$ cat src/rtl/pattern_gen_1011.sv
// Serial pattern transmitter: sends a latched PAT_W-bit pattern MSB first, reps times,
// with an optional idle gap between repetitions, then pulses done for one cycle.
module pattern_gen_1011 #(
    parameter int              PAT_W   = 4,
    parameter int              CNT_W   = 8,
    parameter int              GAP_W   = 4,
    parameter logic [PAT_W-1:0] DEF_PAT = 4'b1011
) (
    input  logic             clk,
    input  logic             rstn,
    input  logic             start,
    input  logic             use_def,
    input  logic [PAT_W-1:0] pattern,
    input  logic [CNT_W-1:0] reps,
    input  logic [GAP_W-1:0] gap,
    input  logic             abort,
    output logic             ready,
    output logic             out,
    output logic             out_valid,
    output logic             busy,
    output logic             done
);

    localparam int BIT_W = $clog2(PAT_W);
    localparam logic [BIT_W-1:0] LAST_BIT = BIT_W'(PAT_W - 1);

    typedef enum logic [1:0] {
        S_IDLE,
        S_SEND,
        S_GAP,
        S_DONE
    } state_t;

    state_t           state_q,   state_d;
    logic [PAT_W-1:0] shift_q,   shift_d;
    logic [PAT_W-1:0] pat_q,     pat_d;
    logic [CNT_W-1:0] reps_q,    reps_d;
    logic [GAP_W-1:0] gap_q,     gap_d;
    logic [GAP_W-1:0] gap_cnt_q, gap_cnt_d;
    logic [BIT_W-1:0] bit_cnt_q, bit_cnt_d;

    always_comb begin
        // NOTE: every next-state signal gets a hold default first so no path infers a latch.
        state_d   = state_q;
        shift_d   = shift_q;
        pat_d     = pat_q;
        reps_d    = reps_q;
        gap_d     = gap_q;
        gap_cnt_d = gap_cnt_q;
        bit_cnt_d = bit_cnt_q;

        unique case (state_q)
            S_IDLE: begin
                if (start) begin
                    pat_d     = use_def ? DEF_PAT : pattern;
                    shift_d   = use_def ? DEF_PAT : pattern;
                    reps_d    = reps;
                    gap_d     = gap;
                    bit_cnt_d = LAST_BIT;
                    state_d   = (reps != '0) ? S_SEND : S_DONE;
                end
            end

            S_SEND: begin
                if (abort) begin
                    state_d = S_IDLE;
                    shift_d = '0;
                end else if (bit_cnt_q == '0) begin
                    // Last bit of this repetition is on the line now.
                    reps_d = reps_q - CNT_W'(1);
                    if (reps_q == CNT_W'(1)) begin
                        state_d = S_DONE;
                        shift_d = '0;
                    end else if (gap_q == '0) begin
                        shift_d   = pat_q;
                        bit_cnt_d = LAST_BIT;
                    end else begin
                        state_d   = S_GAP;
                        gap_cnt_d = gap_q - GAP_W'(1);
                    end
                end else begin
                    shift_d   = {shift_q[PAT_W-2:0], 1'b0};
                    bit_cnt_d = bit_cnt_q - BIT_W'(1);
                end
            end

            S_GAP: begin
                if (abort) begin
                    state_d = S_IDLE;
                    shift_d = '0;
                end else if (gap_cnt_q == '0) begin
                    state_d   = S_SEND;
                    shift_d   = pat_q;
                    bit_cnt_d = LAST_BIT;
                end else begin
                    gap_cnt_d = gap_cnt_q - GAP_W'(1);
                end
            end

            S_DONE: state_d = S_IDLE;

            default: state_d = S_IDLE;
        endcase
    end

    always_ff @(posedge clk) begin
        // NOTE: reset is synchronous, so it lives inside the clocked branch, not the sensitivity list.
        if (!rstn) begin
            state_q   <= S_IDLE;
            shift_q   <= '0;
            pat_q     <= '0;
            reps_q    <= '0;
            gap_q     <= '0;
            gap_cnt_q <= '0;
            bit_cnt_q <= '0;
        end else begin
            // NOTE: non-blocking assignments so every register samples the pre-edge values.
            state_q   <= state_d;
            shift_q   <= shift_d;
            pat_q     <= pat_d;
            reps_q    <= reps_d;
            gap_q     <= gap_d;
            gap_cnt_q <= gap_cnt_d;
            bit_cnt_q <= bit_cnt_d;
        end
    end

    // Outputs decode purely from registered state.
    assign ready     = (state_q == S_IDLE);
    assign out_valid = (state_q == S_SEND);
    assign out       = (state_q == S_SEND) & shift_q[PAT_W-1];
    assign busy      = (state_q == S_SEND) || (state_q == S_GAP);
    assign done      = (state_q == S_DONE);

endmodule

$ cat config.mk
export PLATFORM = sky130hd
export DESIGN_NAME = pattern_gen_1011
export DESIGN_NICKNAME = d
export VERILOG_FILES = /design/src/rtl/pattern_gen_1011.sv
export SDC_FILE = /design/constraint.sdc
export NUM_CORES = 1
export LEC_CHECK = 0
export CAP_MARGIN = 25
export CORE_MARGIN = 5
export CORE_UTILIZATION = 40
export CTS_CLUSTER_SIZE = 28
export DETAILED_ROUTE_END_ITERATION = 16
export PLACE_DENSITY = 0.62
export SLEW_MARGIN = 20
export SYNTH_ARGS = -nofsm -noshare
export SYNTH_HDL_FRONTEND = slang
export SYNTH_SLANG_ARGS = --single-unit
export TNS_END_PERCENT = 10
$ cat constraint.sdc
create_clock -name clk -period 1.8 [get_ports clk]
set_input_delay 0.36 -clock clk [delete_from_list [all_inputs] [get_ports clk]]
set_output_delay 0.36 -clock clk [all_outputs]
set_load 0.01 [all_outputs]
=== Word level (Yosys, flattened, before mapping) ===
Index checks and enable logic that the tools add are counted.

* Output and inout bits: 5
* Latch bits: 0
* Logic and storage cells: 82
* Flip-flop bits (word level): 28
* Bits in read-only memories: 0
* Input port bits: 21
* Bits in writable memories: 0
* Memories kept: 0

* Muxes and demuxes: 37
* Add/subtract/negate cells: 4
* Bitwise logic cells: 1
* Equality and inequality tests: 18
* Multiply operators: 0
* Shifts and indexed selects: 0
* Reductions and logical operators: 15
* Div/mod/pow operators: 0
* $lt $le $gt $ge: 0

{| class="wikitable"
|+ Operator list
! cell !! count
|-
| 4-bit two-way mux || 14
|-
| 2-bit two-way mux || 15
|-
| 8-bit two-way mux || 3
|-
| 8-bit one-hot mux with 2 select lines || 1
|-
| 2-bit != test, second input constant || 7
|-
| 7-bit AND reduction || 2
|-
| 4-bit one-hot mux with 3 select lines || 1
|-
| 4-bit AND reduction || 3
|-
| 8-bit by 1-bit == test with 1-bit output, second input constant || 1
|-
| 4-bit zero test || 2
|-
| 2-bit one-hot mux with 4 select lines || 1
|-
| 4-bit one-hot mux with 2 select lines || 1
|-
| 8-bit nonzero test || 1
|-
| 4-bit by 1-bit subtractor with 4-bit output, second input constant || 2
|-
| 8-bit by 1-bit subtractor with 8-bit output, second input constant || 1
|-
| 3-bit by 2-bit != test with 1-bit output, second input constant || 2
|-
| 3-bit != test, second input constant || 2
|-
| 2-bit one-hot mux with 3 select lines || 1
|-
| 5-bit by 3-bit != test with 1-bit output, second input constant || 1
|-
| 2-bit == test, second input constant || 2
|-
| 2-bit zero test || 2
|-
| 4-bit != test, second input constant || 1
|-
| 2-bit nonzero test || 2
|-
| 3-bit nonzero test || 1
|-
| 6 further kinds || 6
|}

=== Longest topological paths before layout ===
* Word-level depth: 6
* Mapped depth: 9
* Gate-level depth less buffers: 7

=== Worst setup path before layout ===
No wires, ideal clock.

* Kind: register to register
* Start point: register state_q[1]
* End point: register gap_cnt_q[3]
* Cell stages (with the launch flop): 8
* Clock period less this slack: 2001 ps
* Data required time: 1683 ps
* Slack: -201 ps
* Library setup time: 117 ps
* Arrival time: 1884 ps
* Cell sequence: dfxtp_1 inv_1 ha_1 buf_2 mux2i_1 a211oi_1 o211ai_1 a32o_1

* Longest elaborated chain between the ends: 3
* Elaborated cells between the ends (all ways): 11
* Those cells by class: 8 x eq/ne; 1 x mux; 2 x reduce/logical

{| class="wikitable"
|+ Ends and longest elaborated chain
! what !! line !! text
|-
| start: declaration || 34 || <nowiki>state_t state_q, state_d;</nowiki>
|-
| start signal: assignment || 118 || <nowiki>state_q <= state_d;</nowiki>
|-
| 2-bit by 1-bit == test with 1-bit output * || - ||
|-
| net out_valid || 19 || <nowiki>output logic out_valid,</nowiki>
|-
| 2-bit != test (no source line), or another cell as far along || - ||
|-
| 7-bit AND reduction (no source line) || - ||
|-
| end signal: assignment || 123 || <nowiki>gap_cnt_q <= gap_cnt_d;</nowiki>
|-
| end: declaration || 39 || <nowiki>logic [GAP_W-1:0] gap_cnt_q, gap_cnt_d;</nowiki>
|}

The timed path passes the listed nets; every way through them passes the cells marked *.
A chain may end at the register's enable or synchronous reset.

=== Final worst setup path ===
* Start point: register reps_q[1]
* End point: register state_q[0]

* Longest elaborated chain between the ends: 5
* Elaborated cells between the ends (all ways): 7
* Those cells by class: 2 x eq/ne; 4 x mux; 1 x reduce/logical

{| class="wikitable"
|+ Ends and longest elaborated chain
! what !! line !! text
|-
| start: declaration || 37 || <nowiki>logic [CNT_W-1:0] reps_q, reps_d;</nowiki>
|-
| start signal: assignment || 121 || <nowiki>reps_q <= reps_d;</nowiki>
|-
| 8-bit by 1-bit == test with 1-bit output * || 71 || <nowiki>if (reps_q == CNT_W'(1)) begin</nowiki>
|-
| 2-bit two-way mux || 71 ||
|-
| 2-bit two-way mux || 68 || <nowiki>end else if (bit_cnt_q == '0) begin</nowiki>
|-
| 2-bit two-way mux || 65 || <nowiki>if (abort) begin</nowiki>
|-
| 2-bit one-hot mux with 4 select lines || 52 || <nowiki>unique case (state_q)</nowiki>
|}

Every way passes the cells marked *; elsewhere a longest branch is shown, timed or not. The select of a mux whose other input is x is not followed.

==> impl_metrics.py <==
metrics = {
    "worst_hold_path": {
        "holdPathStages": 2,
        "hp-class": "reg2reg",
        "min_from": "shift_q[2]$_SDFFE_PN0P_",
        "whs_endpoint": "shift_q[2]$_SDFFE_PN0P_",
    },
    "placement": {
        "place_area_um2": 2550,
        "port-buffer-count": 25,
        "place.gp.congestion": 0.844,
        "dp_hpwl_um": 4270,
    },
    "die": {
        "die_area_um2": 6080,
        "io_pins": 26,
        "fp.dieH_um": 77.9,
        "rows": 24,
        "initial_utilization_pct": 41.8,
        "core_um2": 4410,
        "die_x_um": 77.9,
    },
    "critical_path": {
        "slowest_stage": "or4_1",
        "cp-start-kind": "flip-flop",
        "r2r_cells": 6,
        "cp_max_fo": 4,
        "cpPeakStageDelay_ps": 490,
        "critPathArrivalTime_ps": 1980,
        "endpoint_kind": "flip-flop",
        "r2r-end": "state_q[0]$_SDFFE_PN0P_",
        "rrSetupSlack_ps": -1,
        "critPathKind": "reg2reg",
        "required_ps": 1980,
        "r2r-start": "reps_q[1]$_SDFFE_PN0P_",
        "crit_chain": "inv_2 > ha_4 > nor4bb_4 > a221oi_2 > or4_1 > and3_1",
    },
    "grt": {
        "grtUsageTotal_pct": 17.9,
        "grt_util_met1_pct": 25.1,
        "grt_start_max_net_pins": 17,
        "gr-total-overflow": 0,
        "antenna_found_initial": 0,
        "grt_use_met3_pct": 2.43,
        "met2_usage_pct": 29.2,
        "busiest_layer": "met2",
        "grt_pass1_wl_um": 9140,
        "grt_pass1_vias": 1919,
    },
    "synthesis": {
        "synth_warnings": 0,
        "synth_edf_count": 0,
        "syn_inst": 225,
        "ys_ff_latch": 28,
        "synth-main-ff-cell": "dfxtp_1",
        "synth.distinct_cells": 56,
        "yosysTopAreaCellShare_pct": 30.4,
        "syn_area_um2": 1850,
        "syn_avg_cell_area_um2": 8.21,
        "yosysTopAreaCell": "dfxtp_1",
        "synth-seq-area-share_pct": 30.4,
        "yosys-top-cells-area": "dfxtp_1 30%, a21oi_1 5.4%, ha_1 5.4%",
        "async_flop_share_pct": 0,
        "synth.net_count": 254,
    },
    "drt": {
        "vias": 2044,
        "viasPerCell": 5.86,
        "postRouteAntennaNets": 0,
        "post_drt_wl_per_cell_um": 16.2,
        "drt_iter0_drc": 136,
        "drc": 0,
        "drt_wl_total_um": 5650,
        "drtPass1Iterations": 4,
    },
    "outcome": {
        "violations": "negative setup slack",
        "status": "finished, violations left",
    },
    "finish": {
        "layout.nets": 327,
        "stdcell_area_um2": 2820,
        "num_antenna_cells": 0,
        "layout-drive-gt1-share_pct": 36.4,
        "syn2layout_area_growth_pct": 52.5,
    },
    "sta": {
        "period_minus_slack_ps": 1800,
        "max_freq_ghz": 0.555,
        "period_share_pct": 100,
        "clock_skew_ps": 4.07,
        "hold_viol": 0,
        "rsz0062_at_grt": "true",
        "finalSetupViolations": 1,
        "final.setup.worst_slack_ps": -1.23,
        "drv_slew": 0,
        "worst-slew-pin-transition_ps": 377,
        "slew_headroom_pct": 74.9,
    },
    "clocking": {
        "clkSlewWorstSetupHoldPaths_ps": 100,
        "h-tree-depth": 1,
        "clock-sinks": 28,
        "cts-root-buf": "clkbuf_8",
        "clk_path_buf_depth": 2,
        "cts_tree": "built",
        "cts_made_buffers": 3,
        "worstSkewPairLatency_ps": 280,
        "cts_hold_buf": 0,
    },
    "flow_run": {
        "maxCapViolCount": 0,
    },
    "pwr": {
        "finalPower_uw": 4860,
        "powerDensity_nw_per_um2": 1720,
        "p_leak_uw": 0.00111,
        "vdd.ir_drop.worst_mv": 1.03,
    },
}
-- cells in the mapped netlist, types with 3 or more instances --
cell type and instances:
mux2i_1 4, inv_1 11, nor2b_1 7, or4_1 5, clkbuf_1 7, o32ai_1 4, a211oi_1 4, nor3_1 12
nand2b_1 3, o221a_2 3, nor2_1 14, o21ai_0 10, a21oi_1 20, o211ai_1 6, nand2_1 18, nor4_1 5
nand3_1 7, ha_1 8, dfxtp_1 28
-- metrics by stage --
stage               setup TNS (ps)  cells  hold WS [ps]  util, %  worst slack (ps)
floorplan                     -191    225           442        -             -72.5
global placement             -3030    343           456     57.7              -254
detailed placement           -3670    343           463     57.7              -303
CTS                          -56.6    347           474     60.3             -28.9
global route                  -205    349           527     63.8             -60.9
finish                       -1.23    349           486     63.8             -1.23
-- final cells by class --
type | count | area [um2]
Clock buffer | 3 | 41.3
Clock inverter | 1 | 30.0
Fill cell | 376 | 1600
Inverter | 12 | 48.8
Multi-Input combinational cell | 174 | 1380
Sequential cell | 28 | 568
Tap cell | 52 | 65.1
Timing Repair Buffer | 79 | 682
-- cell families after synthesis --
group                      after synthesis  share of synthesized area [%]
AOI/OAI and AO/OA                       77                           31.3
adders and majority gates                8                           5.42
buffers and inverters                   23                           5.01
DFF                                     28                           30.4
muxes                                    4                           2.17
and+or+nand+nor                         85                           25.7
-- cell usage in the layout (no fill, tap or decap), types with 6 or more instances in the layout --
master,netlist,final
a21oi_1,20,19
buf_4,1,51
clkdlybuf4s50_1,0,19
dfxtp_1,28,22
dfxtp_2,0,6
inv_1,11,8
nand2_1,18,18
nand3_1,7,7
nor2_1,14,13
nor3_1,12,12
o211ai_1,6,6
o21ai_0,10,10
-- timing repair --
item	CTS	global route
setup buffers	0	2
gates resized for setup	15	36
pin swaps	1	15
setup endpoints to repair	18	17
-- worst max-delay path, delay by kind of cell, from the launching register on --
| family | cells | cell delay (ps) |
|---|---|---|
| flops | 1 | 340 |
| buf+inv | 1 | 80 |
| simple gates | 3 | 1010 |
| fa+ha+maj | 1 | 150 |
| compound gates | 1 | 120 |
-- layer usage --
layer | routed length [um] | part of all wire (%) | vias up
met3 | 267 | 4.7 | 6
met5 | 0 | 0 | -
met2 | 2630 | 46 | 54
met4 | 54 | 0.96 | 0
li1 | - | - | 1012
met1 | 2700 | 48 | 972
-- how the worst max path moves through the flow --
stage                                    startpoint                      end  slack [ps]
after floorplan             state_q[1]$_SDFFE_PN0P_  shift_q[1]$_SDFFE_PN0P_         -70
after global placement                        abort  shift_q[1]$_SDFFE_PN0P_        -250
after detailed placement                      abort   reps_q[1]$_SDFFE_PN0P_        -300
after CTS                    reps_q[1]$_SDFFE_PN0P_  shift_q[3]$_SDFFE_PN0P_         -30
after global routing      gap_cnt_q[0]$_SDFFE_PN0P_  shift_q[0]$_SDFFE_PN0P_         -60
final                        reps_q[1]$_SDFFE_PN0P_  state_q[0]$_SDFFE_PN0P_          -1
-- report_power, final --
part / internal [uW] / switching [uW] / total [uW] / leakage (uW)
registers: 851 / 206 / 1060 / 0.000232
logic: 1680 / 1610 / 3290 / 0.000844
clock network: 298 / 214 / 512 / 0.0000357
-- sequential cells by signal (all words and copies together) (netlist names) --
name       count
shift_q        4
state_q        2
reps_q         8
gap_q          4
gap_cnt_q      4
pat_q          4
bit_cnt_q      2
(Power assumes the default switching activity.)
